===== config.mk =====
export PLATFORM = sky130hd
export DESIGN_NAME = cla_wide_add_seq_flat
export DESIGN_NICKNAME = d
export VERILOG_FILES = /design/src/rtl/cla_wide_add_seq_if.sv /design/src/rtl/cla_wide_add_seq.sv /design/src/flat_wrapper.sv
export SDC_FILE = /design/constraint.sdc
export NUM_CORES = 1
export LEC_CHECK = 0
export BUFFER_PORTS_ARGS = -buffer_cell sky130_fd_sc_hd__buf_2
export CORE_UTILIZATION = 30
export CTS_CLUSTER_DIAMETER = 80
export DETAILED_ROUTE_END_ITERATION = 6
export HOLD_SLACK_MARGIN = 0.03
export PLACE_DENSITY = 0.49
export SETUP_SLACK_MARGIN = 0.05
export SYNTH_ARGS = -nofsm -noshare
export SYNTH_HDL_FRONTEND = slang
export SYNTH_SLANG_ARGS = --single-unit

===== constraint.sdc =====
create_clock -name clk -period 41.9 [get_ports clk]
set_input_delay 8.38 -clock clk [delete_from_list [all_inputs] [get_ports clk]]
set_output_delay 8.38 -clock clk [all_outputs]
set_load 0.005 [all_outputs]

===== src/rtl/cla_wide_add_seq_if.sv =====
// ---------------------------------------------------------------------------
// cla_wide_add_seq_if
//   Request/result bundle for the multi-word CLA add/subtract sequencer.
//   master: requesting logic (drives start/a/b/cin/sub, observes results)
//   slave : the sequencer itself
//   Signals:
//     start        request, sampled only while busy=0
//     a, b         W-bit operands (W = 32*WORDS)
//     cin          carry in for add (ignored when sub=1)
//     sub          1 = a - b
//     busy         operation in progress
//     done         one-cycle pulse, result registers valid
//     sum          W-bit result
//     cout         final carry out (for sub: 1 = no borrow)
//     ovf          two's-complement signed overflow of the W-bit result
// ---------------------------------------------------------------------------
interface cla_wide_add_seq_if #(
  parameter int WORDS = 4
);
  localparam int W = 32 * WORDS;

  logic         start;
  logic [W-1:0] a;
  logic [W-1:0] b;
  logic         cin;
  logic         sub;
  logic         busy;
  logic         done;
  logic [W-1:0] sum;
  logic         cout;
  logic         ovf;

  modport master (
    output start, a, b, cin, sub,
    input  busy, done, sum, cout, ovf
  );

  modport slave (
    input  start, a, b, cin, sub,
    output busy, done, sum, cout, ovf
  );
endinterface


===== src/rtl/cla_wide_add_seq.sv =====
// ---------------------------------------------------------------------------
// cla_wide_add_seq
//   Wide (32*WORDS-bit) add/subtract built by time-sharing a single 32-bit
//   carry-lookahead adder, one word per clock, least significant word first.
//   The carry out of each word is registered and becomes the next word's
//   carry in. A start/busy/done handshake frames each operation; the result
//   is valid from the done cycle until the next accepted start.
//   Ports:
//     clk   rising-edge clock
//     rst   synchronous active-high reset
//     bus   cla_wide_add_seq_if.slave (start/a/b/cin/sub in,
//           busy/done/sum/cout/ovf out)
// ---------------------------------------------------------------------------

// 32-bit carry-lookahead adder: 4-bit lookahead groups, group carries
// chained through group generate/propagate terms.
module CLAdder_32bit (
  input  logic [31:0] x,
  input  logic [31:0] y,
  input  logic        cin,
  output logic [31:0] sum,
  output logic        cout
);
  logic [31:0] g;
  logic [31:0] p;

  assign g = x & y;
  assign p = x ^ y;

  always_comb begin
    logic [32:0] c;
    logic        gg;
    logic        gp;
    int          b;
    // NOTE: every combinational output gets a default before any
    // conditional/looped update so no latch can be inferred.
    c    = '0;
    c[0] = cin;
    for (int k = 0; k < 8; k++) begin
      b = 4 * k;
      gg = g[b+3] | (p[b+3] & g[b+2]) | (p[b+3] & p[b+2] & g[b+1])
         | (p[b+3] & p[b+2] & p[b+1] & g[b]);
      gp = &p[b +: 4];
      c[b+1] = g[b] | (p[b] & c[b]);
      c[b+2] = g[b+1] | (p[b+1] & g[b]) | (p[b+1] & p[b] & c[b]);
      c[b+3] = g[b+2] | (p[b+2] & g[b+1]) | (p[b+2] & p[b+1] & g[b])
             | (p[b+2] & p[b+1] & p[b] & c[b]);
      c[b+4] = gg | (gp & c[b]);
    end
    sum  = p ^ c[31:0];
    cout = c[32];
  end
endmodule

module cla_wide_add_seq #(
  parameter int WORDS = 4
) (
  input  logic                clk,
  input  logic                rst,
  cla_wide_add_seq_if.slave   bus
);
  localparam int IW = (WORDS > 1) ? $clog2(WORDS) : 1;

  typedef enum logic {IDLE, RUN} state_t;

  state_t                 state;
  logic [WORDS-1:0][31:0] a_r;
  logic [WORDS-1:0][31:0] b_r;     // already inverted for subtract
  logic [WORDS-1:0][31:0] sum_r;
  logic [IW-1:0]          idx;
  logic                   carry_r;
  logic                   cout_r;
  logic                   ovf_r;
  logic                   busy_r;
  logic                   done_r;

  logic [31:0]            cla_sum;
  logic                   cla_cout;
  logic                   last_word;
  logic                   accept;

  assign accept    = (state == IDLE) && bus.start;
  assign last_word = (idx == IW'(WORDS - 1));

  CLAdder_32bit u_cla (
    .x    (a_r[idx]),
    .y    (b_r[idx]),
    .cin  (carry_r),
    .sum  (cla_sum),
    .cout (cla_cout)
  );

  // NOTE: operand registers carry no reset; they are only read while RUN,
  // and RUN is always entered through a load, so reset would buy nothing.
  always_ff @(posedge clk) begin
    if (accept) begin
      a_r <= bus.a;
      b_r <= bus.sub ? ~bus.b : bus.b;
    end
  end

  // NOTE: all sequential state uses non-blocking assignments so every
  // register samples pre-edge values regardless of statement order.
  always_ff @(posedge clk) begin
    if (rst) begin
      state   <= IDLE;
      sum_r   <= '0;
      idx     <= '0;
      carry_r <= 1'b0;
      cout_r  <= 1'b0;
      ovf_r   <= 1'b0;
      busy_r  <= 1'b0;
      done_r  <= 1'b0;
    end else begin
      done_r <= 1'b0;
      case (state)
        IDLE: begin
          if (bus.start) begin
            // Subtract is A + ~B + 1: the +1 rides in on the first carry.
            carry_r <= bus.sub | bus.cin;
            idx     <= '0;
            busy_r  <= 1'b1;
            state   <= RUN;
          end
        end
        RUN: begin
          sum_r[idx] <= cla_sum;
          carry_r    <= cla_cout;
          idx        <= idx + 1'b1;
          if (last_word) begin
            cout_r <= cla_cout;
            // Signed overflow: operands agree in sign, result does not.
            ovf_r  <= (a_r[idx][31] == b_r[idx][31]) &&
                      (cla_sum[31] != a_r[idx][31]);
            done_r <= 1'b1;
            busy_r <= 1'b0;
            idx    <= '0;
            state  <= IDLE;
          end
        end
        default: state <= IDLE;
      endcase
    end
  end

  assign bus.busy = busy_r;
  assign bus.done = done_r;
  assign bus.sum  = sum_r;
  assign bus.cout = cout_r;
  assign bus.ovf  = ovf_r;
endmodule


===== src/flat_wrapper.sv =====
// flat-port wrapper written by rule: the top's interface ports become plain ports
module cla_wide_add_seq_flat 
#(
  parameter int WORDS = 4
)
  (clk, rst, bus_start, bus_a, bus_b, bus_cin, bus_sub, bus_busy, bus_done, bus_sum, bus_cout, bus_ovf);
  cla_wide_add_seq_if #(.WORDS(WORDS)) bus_i ();
  input  logic clk;
  input  logic rst;
  input wire logic [$bits(bus_i.start)-1:0] bus_start;
  input wire logic [$bits(bus_i.a)-1:0] bus_a;
  input wire logic [$bits(bus_i.b)-1:0] bus_b;
  input wire logic [$bits(bus_i.cin)-1:0] bus_cin;
  input wire logic [$bits(bus_i.sub)-1:0] bus_sub;
  output wire logic [$bits(bus_i.busy)-1:0] bus_busy;
  output wire logic [$bits(bus_i.done)-1:0] bus_done;
  output wire logic [$bits(bus_i.sum)-1:0] bus_sum;
  output wire logic [$bits(bus_i.cout)-1:0] bus_cout;
  output wire logic [$bits(bus_i.ovf)-1:0] bus_ovf;
  assign bus_i.start = bus_start;
  assign bus_i.a = bus_a;
  assign bus_i.b = bus_b;
  assign bus_i.cin = bus_cin;
  assign bus_i.sub = bus_sub;
  assign bus_busy = bus_i.busy;
  assign bus_done = bus_i.done;
  assign bus_sum = bus_i.sum;
  assign bus_cout = bus_i.cout;
  assign bus_ovf = bus_i.ovf;
  cla_wide_add_seq #(.WORDS(WORDS)) u_core (.clk(clk), .rst(rst), .bus(bus_i));
endmodule

==> reports/summary.txt <==
Launch point of the worst reg-to-reg path: u_core.idx[0]
Die footprint: 0.05637 mm²
Final nets: 1880
Arrival time worst endpoint: 11.66 ns
Compound-Gate Fraction of Synth Area: 0.07856
Via Count: 10794
Post-synth EDFFs: 256
Iteration-0 DRC Markers: 567
Hold crit path type: flop to flop
Fin crit share: 0.2737
CP startpoint: bus_start
Worst skew pair latency: 0.56 ns
CTS HTree Levels: 2
DRC violations left: 0
Post-synthesis simple-gate area fraction: 0.07232
CP Capture Point: u_core.b_r[72]
Hold slack: 0.4506 ns
VDD IR max: 0.00003214 V
Syn Area/Cell: 13.94 µm²
Cell area after synthesis: 0.01663 mm²
I/O Pins: 393
Post-route insts no fill: 2309
# setup viols final: 0
Antenna viol nets, final: 0
DRT Wirelength: 46690 µm
Share of layout cells above drive strength 1: 0.3509
Max Root-Sink Buffers: 3
Ys flop type: edfxtp_1
Global Route Usage Sum: 0.1650
Yosys reg bits: 392
Xor/xnor cell area share of the yosys netlist: 0.07849
CTS tree: done
Synth Area in Adders: 0.03672
Leakage power: 8.132 nW
Pwr Density: 48.21 mW/mm²
Largest family of logic cells by synthesized area: multiplexers
Avg WL per Cell: 20.22 µm
RSZ-0062 raised after global routing: no
Std cell rows: 85
# fillers: 5263
Worst reg-to-reg setup slack: 36.52 ns
Outcome: finished clean
Clock root cell: clkbuf_16
# placed instances: 2223
Chip Width: 237.4 µm
Post-place instance area: 0.01932 mm²
Final Hold Fails: 0
Vias per cell: 4.675
Area grow syn2layout: 25.38%
Max_slew headroom: 0.1386
Routability cong.: 0.7932
TritonRoute pass-1 iters: 5
Design Area, Final: 0.02085 mm²
Post-synthesis mux area share: 0.08669
Starting Density: 0.3066
CTS sink count: 392
CTS buffer count: 46
Hold_buf cts: 0
Post-CTS repair timing setup buffer count: 0
Cts repair resizes: 0
Core area: 0.05424 mm²
Unique masters post-synth: 62
HPWL after DPL: 34210 µm
First-pass GRT wire length: 69360 µm
Final Slew Violations: 0
Sequential area share after synthesis: 0.6261
Slew @ Worst Pin: 1.289 ns
GRT overflow: 0
Synth async-reset ratio: 0
Hold depth: 2
Clock slew at reported path FFs: 0.06 ns
Worst Skew: 0.01654 ns
Vias in the first global route: 11060
R2R Path End: u_core.bus.sum[93]
WS Path Type: input pin to flop
Fin crit period: 11.47 ns
Nature of the critical path startpoint: input pin
Initial antenna violation count: 17
Worst setup EP type: flop
Worst reg2reg path depth: 12
Post-route setup TNS: 0 ns
Gate Count Post-Synth: 1193
Max-cap violations: 0
Height of the chip: 237.4 µm
Port-buffer cells: 392
Largest net degree at the start of global routing: 67
Synth warn: 0
Post-Syn Nets: 1498
Worst endpoint required time: 42.09 ns
Max Fclk: 87.20 MHz
CP Max Fanout: 60
-- cell families after synthesis --
group,after synthesis
AO/OA/AOI/OAI,192
XOR/XNOR,149
adder cells (fa/ha/maj),44
buffers and inverters,89
flip-flops,392
multiplexers,64
AND/OR/NAND/NOR,263
-- cell usage in the layout, fill, tap and decap left out, types with 10 or more instances in the layout --
cell type | synthesis | layout
buf_2 | 8 | 390
edfxtp_1 | 256 | 256
xor2_1 | 134 | 134
dfxtp_1 | 136 | 134
nand2_1 | 126 | 126
a21oi_1 | 68 | 67
mux4_2 | 64 | 64
clkbuf_16 | 0 | 49
nor2_1 | 43 | 43
ha_1 | 36 | 36
o21ai_0 | 34 | 34
nand3_1 | 31 | 31
a211oi_1 | 25 | 25
buf_4 | 0 | 18
xnor2_1 | 15 | 15
nor3_1 | 14 | 14
inv_1 | 13 | 13
a22o_1 | 13 | 13
clkbuf_1 | 47 | 11
or4_1 | 10 | 10
-- worst min path at each step --
stage,startpoint,end,slack [ns]
floorplan,u_core.bus.sum[101],u_core.bus.sum[101],0.45
global placement,u_core.bus.sum[126],u_core.bus.sum[126],0.44
detailed placement,u_core.bus.sum[126],u_core.bus.sum[126],0.44
CTS,u_core.bus.sum[92],u_core.bus.sum[92],0.45
global route,u_core.bus.sum[78],u_core.bus.sum[78],0.46
finish,u_core.bus.sum[78],u_core.bus.sum[78],0.45
-- metal layers --
layer / GRT usage / vias to the layer above / share of wire
met5: 0 / - / 0.0031
met4: 0.04516 / 24 / 0.020
met3: 0.04657 / 80 / 0.064
met2: 0.2653 / 288 / 0.47
met1: 0.2174 / 5200 / 0.44
li1: - / 5202 / -
-- area by class of cell --
type | count | area [µm²] | share of cell area
Sequential cell | 392 | 10420 | 0.4997
Inverter | 14 | 52.55 | 0.002521
Clock inverter | 15 | 157.7 | 0.007562
Multi-Input combinational cell | 712 | 5884 | 0.2823
Clock buffer | 68 | 1359 | 0.06518
Antenna cell | 3 | 7.507 | 0.0003601
Timing Repair Buffer | 409 | 2098 | 0.1006
Tap cell | 696 | 870.8 | 0.04177
-- cell usage after synthesis (14+ instances only) --
cell | number | area share
a21oi_1 | 68 | 0.020
nor2_1 | 43 | 0.0097
edfxtp_1 | 256 | 0.46
nand3_1 | 31 | 0.0093
a211oi_1 | 25 | 0.011
nand2_1 | 126 | 0.028
o21ai_0 | 34 | 0.010
xor2_1 | 134 | 0.071
nor3_1 | 14 | 0.0042
dfxtp_1 | 136 | 0.16
xnor2_1 | 15 | 0.0079
ha_1 | 36 | 0.027
clkbuf_1 | 47 | 0.011
buf_1 | 19 | 0.0043
mux4_2 | 64 | 0.087
-- power breakdown --
| part | internal (mW) | switching (mW) | total (mW) | leakage [nW] |
|---|---|---|---|---|
| Combinational | 0.0590 | 0.0970 | 0.156 | 3.84 |
| Clock | 0.243 | 0.158 | 0.400 | 0.747 |
| Sequential | 0.439 | 0.00946 | 0.449 | 3.54 |
-- stage by stage --
step                power (mW)  utilization  setup slack [ns]
finish                   1.005       0.3844             30.43
global route             1.051       0.3843             30.15
CTS                      1.023       0.3842             30.35
detailed placement      0.6180       0.3563             29.75
global placement        0.6152       0.3563             29.87
floorplan               0.5510            -             21.57
-- state kept, by name, summed over array words and instances, names as in the netlist --
register and count:
u_core.bus.ovf 1, u_core.carry_r 1, u_core.state 1, u_core.idx 2
u_core.b_r 128, u_core.bus.cout 1, u_core.bus.done 1, u_core.a_r 128
u_core.bus.sum 128, u_core.bus.busy 1
-- critical path: stages --
cell and delay [ns]:
buf_2 0.12, nor2b_4 1.03, buf_4 0.64, buf_4 0.69, buf_4 0.70
No activity file was read; power rests on OpenSTA's default activity.
